[src/rtl/intr_cpu_agent_if.sv]
// Bus-side bundle between INTR_CTRL and its processor agent.
// master: agent side; slave: controller side.
interface intr_cpu_agent_if;
    logic       intr_out;
    logic       bus_oe;
    logic [7:0] bus_in;
    logic [7:0] bus_out;
    logic       bus_drv;
    logic       intr_in;

    modport master (
        input  intr_out, bus_oe, bus_in,
        output bus_out, bus_drv, intr_in
    );

    modport slave (
        output intr_out, bus_oe, bus_in,
        input  bus_out, bus_drv, intr_in
    );
endinterface

[src/rtl/intr_cpu_agent.sv]
// Processor-side responder for INTR_CTRL: programs the controller,
// runs ack/vector/ack/ISR/EOI and hands each vector to a host ISR port.
// Ports: clk, rst_in (async, active low), bus (intr_cpu_agent_if.master),
//   cfg_mode/cfg_prio/cfg_start/cfg_done (programming),
//   isr_req/isr_id/isr_done (host ISR port), vec_err (sticky).
// Option: define INTR_VEC_CHECK_EN to validate the vector prefix.
module intr_cpu_agent #(
    parameter int ACK_DELAY  = 6,
    parameter int ADDR_DELAY = 6
) (
    input  logic                   clk,
    input  logic                   rst_in,
    intr_cpu_agent_if.master       bus,
    input  logic                   cfg_mode,
    input  logic [23:0]            cfg_prio,
    input  logic                   cfg_start,
    output logic                   cfg_done,
    output logic                   isr_req,
    output logic [2:0]             isr_id,
    input  logic                   isr_done,
    output logic                   vec_err
);

    typedef enum logic [3:0] {
        IDLE, CFG, WAIT_INT, ACK_DLY, ACK1,
        CAPTURE, ADDR_DLY, ACK2, ISR, EOI
    } state_t;

    localparam logic [3:0] ACK_LD  = 4'(ACK_DELAY - 1);
    localparam logic [3:0] ADDR_LD = 4'(ADDR_DELAY - 1);

    state_t      state, state_n;
    logic [3:0]  cnt, cnt_n;
    logic        mode;
    logic [23:0] prio;
    logic        lat_cfg, set_done, set_err, cap;
    logic        vec_ok;

`ifdef INTR_VEC_CHECK_EN
    assign vec_ok = bus.bus_in[7:3] == (mode ? 5'b10011 : 5'b01011);
`else
    assign vec_ok = 1'b1;
`endif

    always_ff @(posedge clk or negedge rst_in) begin
        if (!rst_in) begin
            state    <= IDLE;
            cnt      <= '0;
            mode     <= 1'b0;
            prio     <= '0;
            cfg_done <= 1'b0;
            isr_id   <= '0;
            vec_err  <= 1'b0;
        end else begin
            state <= state_n;
            cnt   <= cnt_n;
            if (lat_cfg) begin
                mode <= cfg_mode;
                prio <= cfg_prio;
            end
            if (set_done) cfg_done <= 1'b1;
            if (cap)      isr_id   <= bus.bus_in[2:0];
            if (set_err)  vec_err  <= 1'b1;
        end
    end

    always_comb begin
        state_n  = state;
        cnt_n    = cnt;
        lat_cfg  = 1'b0;
        set_done = 1'b0;
        set_err  = 1'b0;
        cap      = 1'b0;
        unique case (state)
            IDLE: begin
                if (cfg_start) begin
                    lat_cfg = 1'b1;
                    cnt_n   = '0;
                    state_n = CFG;
                end
            end
            CFG: begin
                // polling sends one byte, priority sends four
                if (!mode || cnt == 4'd3) begin
                    set_done = 1'b1;
                    state_n  = WAIT_INT;
                end else begin
                    cnt_n = cnt + 4'd1;
                end
            end
            WAIT_INT: begin
                if (bus.intr_out) begin
                    cnt_n   = ACK_LD;
                    state_n = ACK_DLY;
                end
            end
            ACK_DLY: begin
                if (!bus.intr_out) begin
                    state_n = WAIT_INT;
                end else if (cnt == 4'd0) begin
                    state_n = ACK1;
                end else begin
                    cnt_n = cnt - 4'd1;
                end
            end
            ACK1: begin
                cnt_n   = '0;
                state_n = CAPTURE;
            end
            CAPTURE: begin
                if (bus.bus_oe) begin
                    cap = 1'b1;
                    if (vec_ok) begin
                        cnt_n   = ADDR_LD;
                        state_n = ADDR_DLY;
                    end else begin
                        set_err = 1'b1;
                        state_n = WAIT_INT;
                    end
                end else if (cnt == 4'd3) begin
                    // controller never drove the vector
                    set_err = 1'b1;
                    state_n = WAIT_INT;
                end else begin
                    cnt_n = cnt + 4'd1;
                end
            end
            ADDR_DLY: begin
                if (cnt == 4'd0) begin
                    state_n = ACK2;
                end else begin
                    cnt_n = cnt - 4'd1;
                end
            end
            ACK2: state_n = ISR;
            ISR: begin
                if (isr_done) state_n = EOI;
            end
            EOI: state_n = WAIT_INT;
            default: state_n = IDLE;
        endcase
    end

    always_comb begin
        bus.bus_out = '0;
        if (cfg_done) bus.bus_out = {7'd0, ~mode};
        unique case (state)
            CFG: begin
                if (!mode) begin
                    bus.bus_out = 8'h01;
                end else begin
                    unique case (cnt[1:0])
                        2'd0: bus.bus_out = {prio[23:18], 2'b10};
                        2'd1: bus.bus_out = {prio[17:12], 2'b10};
                        2'd2: bus.bus_out = {prio[11:6], 2'b10};
                        default: bus.bus_out = {prio[5:0], 2'b10};
                    endcase
                end
            end
            EOI: begin
                bus.bus_out = mode ? {5'b01100, isr_id}
                                   : {5'b10100, isr_id};
            end
            default: ;
        endcase
    end

    assign bus.intr_in = !(state == ACK1 || state == ACK2 ||
                           state == EOI);
    assign bus.bus_drv = ~bus.bus_oe;
    assign isr_req     = state == ISR;

endmodule

[src/flat_wrapper.sv]
// flat-port wrapper written by rule: the top's interface ports become plain ports
module intr_cpu_agent_flat 
#(
    parameter int ACK_DELAY  = 6,
    parameter int ADDR_DELAY = 6
)
  (clk, rst_in, cfg_mode, cfg_prio, cfg_start, cfg_done, isr_req, isr_id, isr_done, vec_err, bus_intr_out, bus_bus_oe, bus_bus_in, bus_bus_out, bus_bus_drv, bus_intr_in);
  intr_cpu_agent_if bus_i ();
  input  logic clk;
  input  logic rst_in;
  input  logic cfg_mode;
  input  logic [23:0] cfg_prio;
  input  logic cfg_start;
  output logic cfg_done;
  output logic isr_req;
  output logic [2:0] isr_id;
  input  logic isr_done;
  output logic vec_err;
  input wire logic [$bits(bus_i.intr_out)-1:0] bus_intr_out;
  input wire logic [$bits(bus_i.bus_oe)-1:0] bus_bus_oe;
  input wire logic [$bits(bus_i.bus_in)-1:0] bus_bus_in;
  output wire logic [$bits(bus_i.bus_out)-1:0] bus_bus_out;
  output wire logic [$bits(bus_i.bus_drv)-1:0] bus_bus_drv;
  output wire logic [$bits(bus_i.intr_in)-1:0] bus_intr_in;
  assign bus_i.intr_out = bus_intr_out;
  assign bus_i.bus_oe = bus_bus_oe;
  assign bus_i.bus_in = bus_bus_in;
  assign bus_bus_out = bus_i.bus_out;
  assign bus_bus_drv = bus_i.bus_drv;
  assign bus_intr_in = bus_i.intr_in;
  intr_cpu_agent #(.ACK_DELAY(ACK_DELAY), .ADDR_DELAY(ADDR_DELAY)) u_core (.clk(clk), .rst_in(rst_in), .bus(bus_i), .cfg_mode(cfg_mode), .cfg_prio(cfg_prio), .cfg_start(cfg_start), .cfg_done(cfg_done), .isr_req(isr_req), .isr_id(isr_id), .isr_done(isr_done), .vec_err(vec_err));
endmodule
[config.mk]
export PLATFORM = sky130hd
export DESIGN_NAME = intr_cpu_agent_flat
export DESIGN_NICKNAME = d
export VERILOG_FILES = /design/src/rtl/intr_cpu_agent_if.sv /design/src/rtl/intr_cpu_agent.sv /design/src/flat_wrapper.sv
export SDC_FILE = /design/constraint.sdc
export NUM_CORES = 1
export LEC_CHECK = 0
export ABC_AREA = 1
export BUFFER_PORTS_ARGS = -buffer_cell sky130_fd_sc_hd__buf_2
export CAP_MARGIN = 10
export CORE_MARGIN = 2
export CORE_UTILIZATION = 40
export CTS_CLUSTER_SIZE = 24
export DETAILED_ROUTE_END_ITERATION = 6
export GPL_ROUTABILITY_DRIVEN = 0
export PLACE_DENSITY = 0.73
export SLEW_MARGIN = 20
export SYNTH_ARGS = -nofsm -noshare
export SYNTH_HDL_FRONTEND = slang
export SYNTH_SLANG_ARGS = --single-unit
[constraint.sdc]
create_clock -name clk -period 2.42 [get_ports clk]
set_input_delay 0.242 -clock clk [delete_from_list [all_inputs] [get_ports clk]]
set_output_delay 0.242 -clock clk [all_outputs]
set_load 0.05 [all_outputs]
==> summary.log <==
[cts] number of hold buffers added after cts 0
[synthesis] mean area per synthesized cell 7.65 um2
[timing] Setup Viol. Count Final 0
[synthesis] asr flop ratio synth 100%
[worst_setup_path] slowest cell on the critical path sky130_fd_sc_hd__dfrtp_1
[final_layout] Area Overhead vs Synth 18.9%
[synthesis] most used flip-flop cell after synthesis sky130_fd_sc_hd__dfrtp_1
[grt] first-pass GRT wire length 8960 um
[pwr] part of the total power dissipated in the clock network 19.2%
[worst_setup_path] Top delay family on crit path buffers and inverters
[synthesis] share of the synthesized area in the top cell type 42.9%
[final_layout] final net count 385
[grt] vias in the first global route 2004
[floorplan] std cell rows 27
[synthesis] distinct cell type count after synthesis 28
[floorplan] starting utilization of the core area 40.8%
[timing] max-slew headroom at the worst pin 44.1%
[drt] DR vias 1982
[drt] average wire length per cell after detail routing 12.4 um
[job] max-capacitance violation count 0
[drt] drt initial violations 111
[placed_design] post-detailed-placement half-perimeter wirelength 3820 um
[pwr] combinational fraction of design power 48.5%
[pwr] internal power summed over all cells 1.87 mW
[cts] clock latency on the worst-skew pair 300 ps
[drt] number of remaining DRC errors 0
[final_layout] core utilization of the finished layout 48.5%
[floorplan] die footprint 6150 um2
[pwr] overall power consumption 3.43 mW
[worst_setup_path] worst path required time 2180 ps
[cts] maximum count of clock buffers along a single path 2
[synthesis] warning count from the yosys run 0
[worst_setup_path] largest incremental delay on the critical path 430 ps
[grt] met1 Use GR 24.1%
[cts] cell chosen for the clock root sky130_fd_sc_hd__clkbuf_8
[pwr] net switching power 1.56 mW
[cts] clock tree from TritonCTS done
[placed_design] number of port buffers 49
[worst_setup_path] cell repeated most along the worst path sky130_fd_sc_hd__inv_1
[pwr] switching power as a share of total power 45.4%
[synthesis] post-synthesis sequential area ratio 42.9%
[cts] clock tree sinks 38
[cts] post-CTS setup-driven buffer insertion count 0
[timing] Tcrit/Tclk final 92.3%
[synthesis] count of flip-flops with a built-in enable after synthesis 0
[min_path] worst min-delay path class in2async
[timing] fmax 0.448 GHz
[final_layout] final antenna diode count 0
[pwr] part of the power in registers 32.3%
[floorplan] chip width 78.5 um
[timing] Final Worst Setup Slack 186 ps
[cts] CTS buffer count 5
[synthesis] number of synthesized register bits 38
[synthesis] nets in the synthesized netlist 334
[synthesis] top area cells in the synthesized netlist sky130_fd_sc_hd__dfrtp_1 43%, sky130_fd_sc_hd__nand2_1 15%, sky130_fd_sc_hd__inv_1 8.5%
[grt] met2 GRT Util 30.1%
[placed_design] worst setup slack before clock tree synthesis 485 ps
[pwr] power per unit of standard cell area 1300 nW/um2
[drt] count of TritonRoute iterations in the first routing pass 4
[worst_setup_path] worst-case register-to-register setup slack 670 ps
[cts] clock slew seen by the registers of the worst setup and hold paths 80 ps
[worst_setup_path] launching element type of the critical path flip-flop
[floorplan] I/O pin count 55
[worst_setup_path] path type of the worst setup path reg2out
[timing] final count of hold timing violations 0
[grt] met3 Resource Use GR 3.22%
[pwr] Peak VDD IR 732 uV
[floorplan] core box area 5440 um2
[cts] number of gates resized after CTS 0
[floorplan] height of the die 78.5 um
[timing] total negative slack for setup checks 0 ps
[grt] maximum number of pins on one net before global-route repair 51
[grt] total overflow reported by the global router 0
[timing] post-layout minimum cycle time 2230 ps
[status] status completed
[worst_setup_path] worst path cell trace inv_1 > nand2_1 > inv_1 > nand3_2 > inv_1 > o21ai_0 > o22ai_1 > buf_2
[grt] number of antenna violations at the first check in global routing 0
[grt] busiest grt layer met2
[synthesis] top cell type by total area after synthesis sky130_fd_sc_hd__dfrtp_1
[drt] vias per cell 4.79
[synthesis] Post-Syn Area 2220 um2
[worst_setup_path] arrival time worst endpoint 1990 ps
[drt] wire length after detailed routing 5120 um
[cts] CTS HTree Levels 2
[timing] pin slew with the least headroom to its limit 838 ps
[final_layout] fraction of final layout cells sized beyond drive strength 1 22.5%
[grt] gr usage total 18.2%
[worst_setup_path] buffers plus inverters on the worst setup path 4
[timing] post-route worst hold slack 42.4 ps
[pwr] leakage power total 1.44 nW
[worst_setup_path] worst-path fanout max 6
[drt] Post-DRT Antenna Nets 0
[timing] total count of max-transition violations in the final report 0
[timing] skew final 5.95 ps
[timing] RSZ-0062 raised after global routing no
[synthesis] Synth Instances 290
[worst_setup_path] endpoint class of the critical path output port
[synthesized netlist by cell type (all sizes together) (4+ instances only)]
cell / number
nand3: 15
o21bai: 4
o221ai: 4
buf: 6
o21ai: 31
a21oi: 9
dfrtp: 38
inv: 52
ha: 5
nor2: 18
nand2: 90
[final cells by class]
class / instances / area, um2
inverters: 52 / 195
well taps: 72 / 90.1
multi-input cells: 194 / 1010
flip-flops and latches: 38 / 951
clock inverters: 3 / 68.8
clock buffers: 5 / 68.8
fillers: 552 / 2800
repair buffers: 50 / 253
[logic make-up after synthesis]
kind of cell | synth area share [%]
xor+xnor | 0.790
mux | 1.52
compound gates | 15.0
simple gates | 25.5
fa+ha+maj | 2.82
buf+inv | 11.6
flops | 42.9
[cell usage in the layout, fill, tap and decap left out, types with 3 or more instances in the layout]
cell / synthesis / final
sky130_fd_sc_hd__o21ai_2: 4 / 4
sky130_fd_sc_hd__nand3_1: 12 / 12
sky130_fd_sc_hd__buf_2: 1 / 49
sky130_fd_sc_hd__dfrtp_1: 38 / 38
sky130_fd_sc_hd__o21bai_1: 4 / 4
sky130_fd_sc_hd__nand4_1: 3 / 3
sky130_fd_sc_hd__nand2_1: 89 / 89
sky130_fd_sc_hd__clkbuf_8: 0 / 5
sky130_fd_sc_hd__ha_1: 5 / 5
sky130_fd_sc_hd__mux2_2: 3 / 3
sky130_fd_sc_hd__o221ai_1: 4 / 4
sky130_fd_sc_hd__nor2_2: 3 / 3
sky130_fd_sc_hd__o211ai_1: 3 / 3
sky130_fd_sc_hd__o21ai_0: 27 / 27
sky130_fd_sc_hd__inv_1: 50 / 50
sky130_fd_sc_hd__a21oi_1: 9 / 9
sky130_fd_sc_hd__nor2_1: 14 / 14
sky130_fd_sc_hd__nand3_2: 3 / 3
[final timing paths]
check                      cells past startpoint         endpoint       startpoint
max reg2reg                                    8  u_core.state[1]    u_core.cnt[0]
min                                            1  u_core.prio[21]           rst_in
max                                            8   bus_bus_out[7]  u_core.state[1]
min in group clk                               3  u_core.prio[14]     cfg_prio[14]
max in group asynchronous                      1  u_core.prio[23]           rst_in
min reg2reg                                    2   u_core.vec_err   u_core.vec_err
[metrics by stage]
stage                     instance area [um2]  instances
after floorplan                          2220        290
after global placement                   2500        406
after detailed placement                 2500        406
after CTS                                2640        414
after global routing                     2640        414
final                                    2640        414
[registers in the layout, summed over array words and instances (netlist names)]
signal           count
u_core.cfg_done      1
u_core.state         4
u_core.isr_id        3
u_core.prio         24
u_core.mode          1
u_core.vec_err       1
u_core.cnt           4
[power by group through the flow]
stage          registers (mW)  clock network [mW]  logic [mW]
3_3_place_gp             1.11                   0        1.62
5_1_grt                  1.14               0.704        1.89
2_1_floorplan            1.14                   0        1.28
4_1_cts                  1.11               0.672        1.67
3_5_place_dp             1.11                   0        1.66
6_report                 1.11               0.659        1.67
[layer usage]
metal | wire [um] | share of wire (%) | vias up
li1 | - | - | 1021
met1 | 2440 | 48 | 907
met2 | 2400 | 47 | 47
met3 | 219 | 4.3 | 7
met4 | 63 | 1.2 | 0
met5 | 0 | 0 | -
No activity file was read; power rests on OpenSTA's default activity.
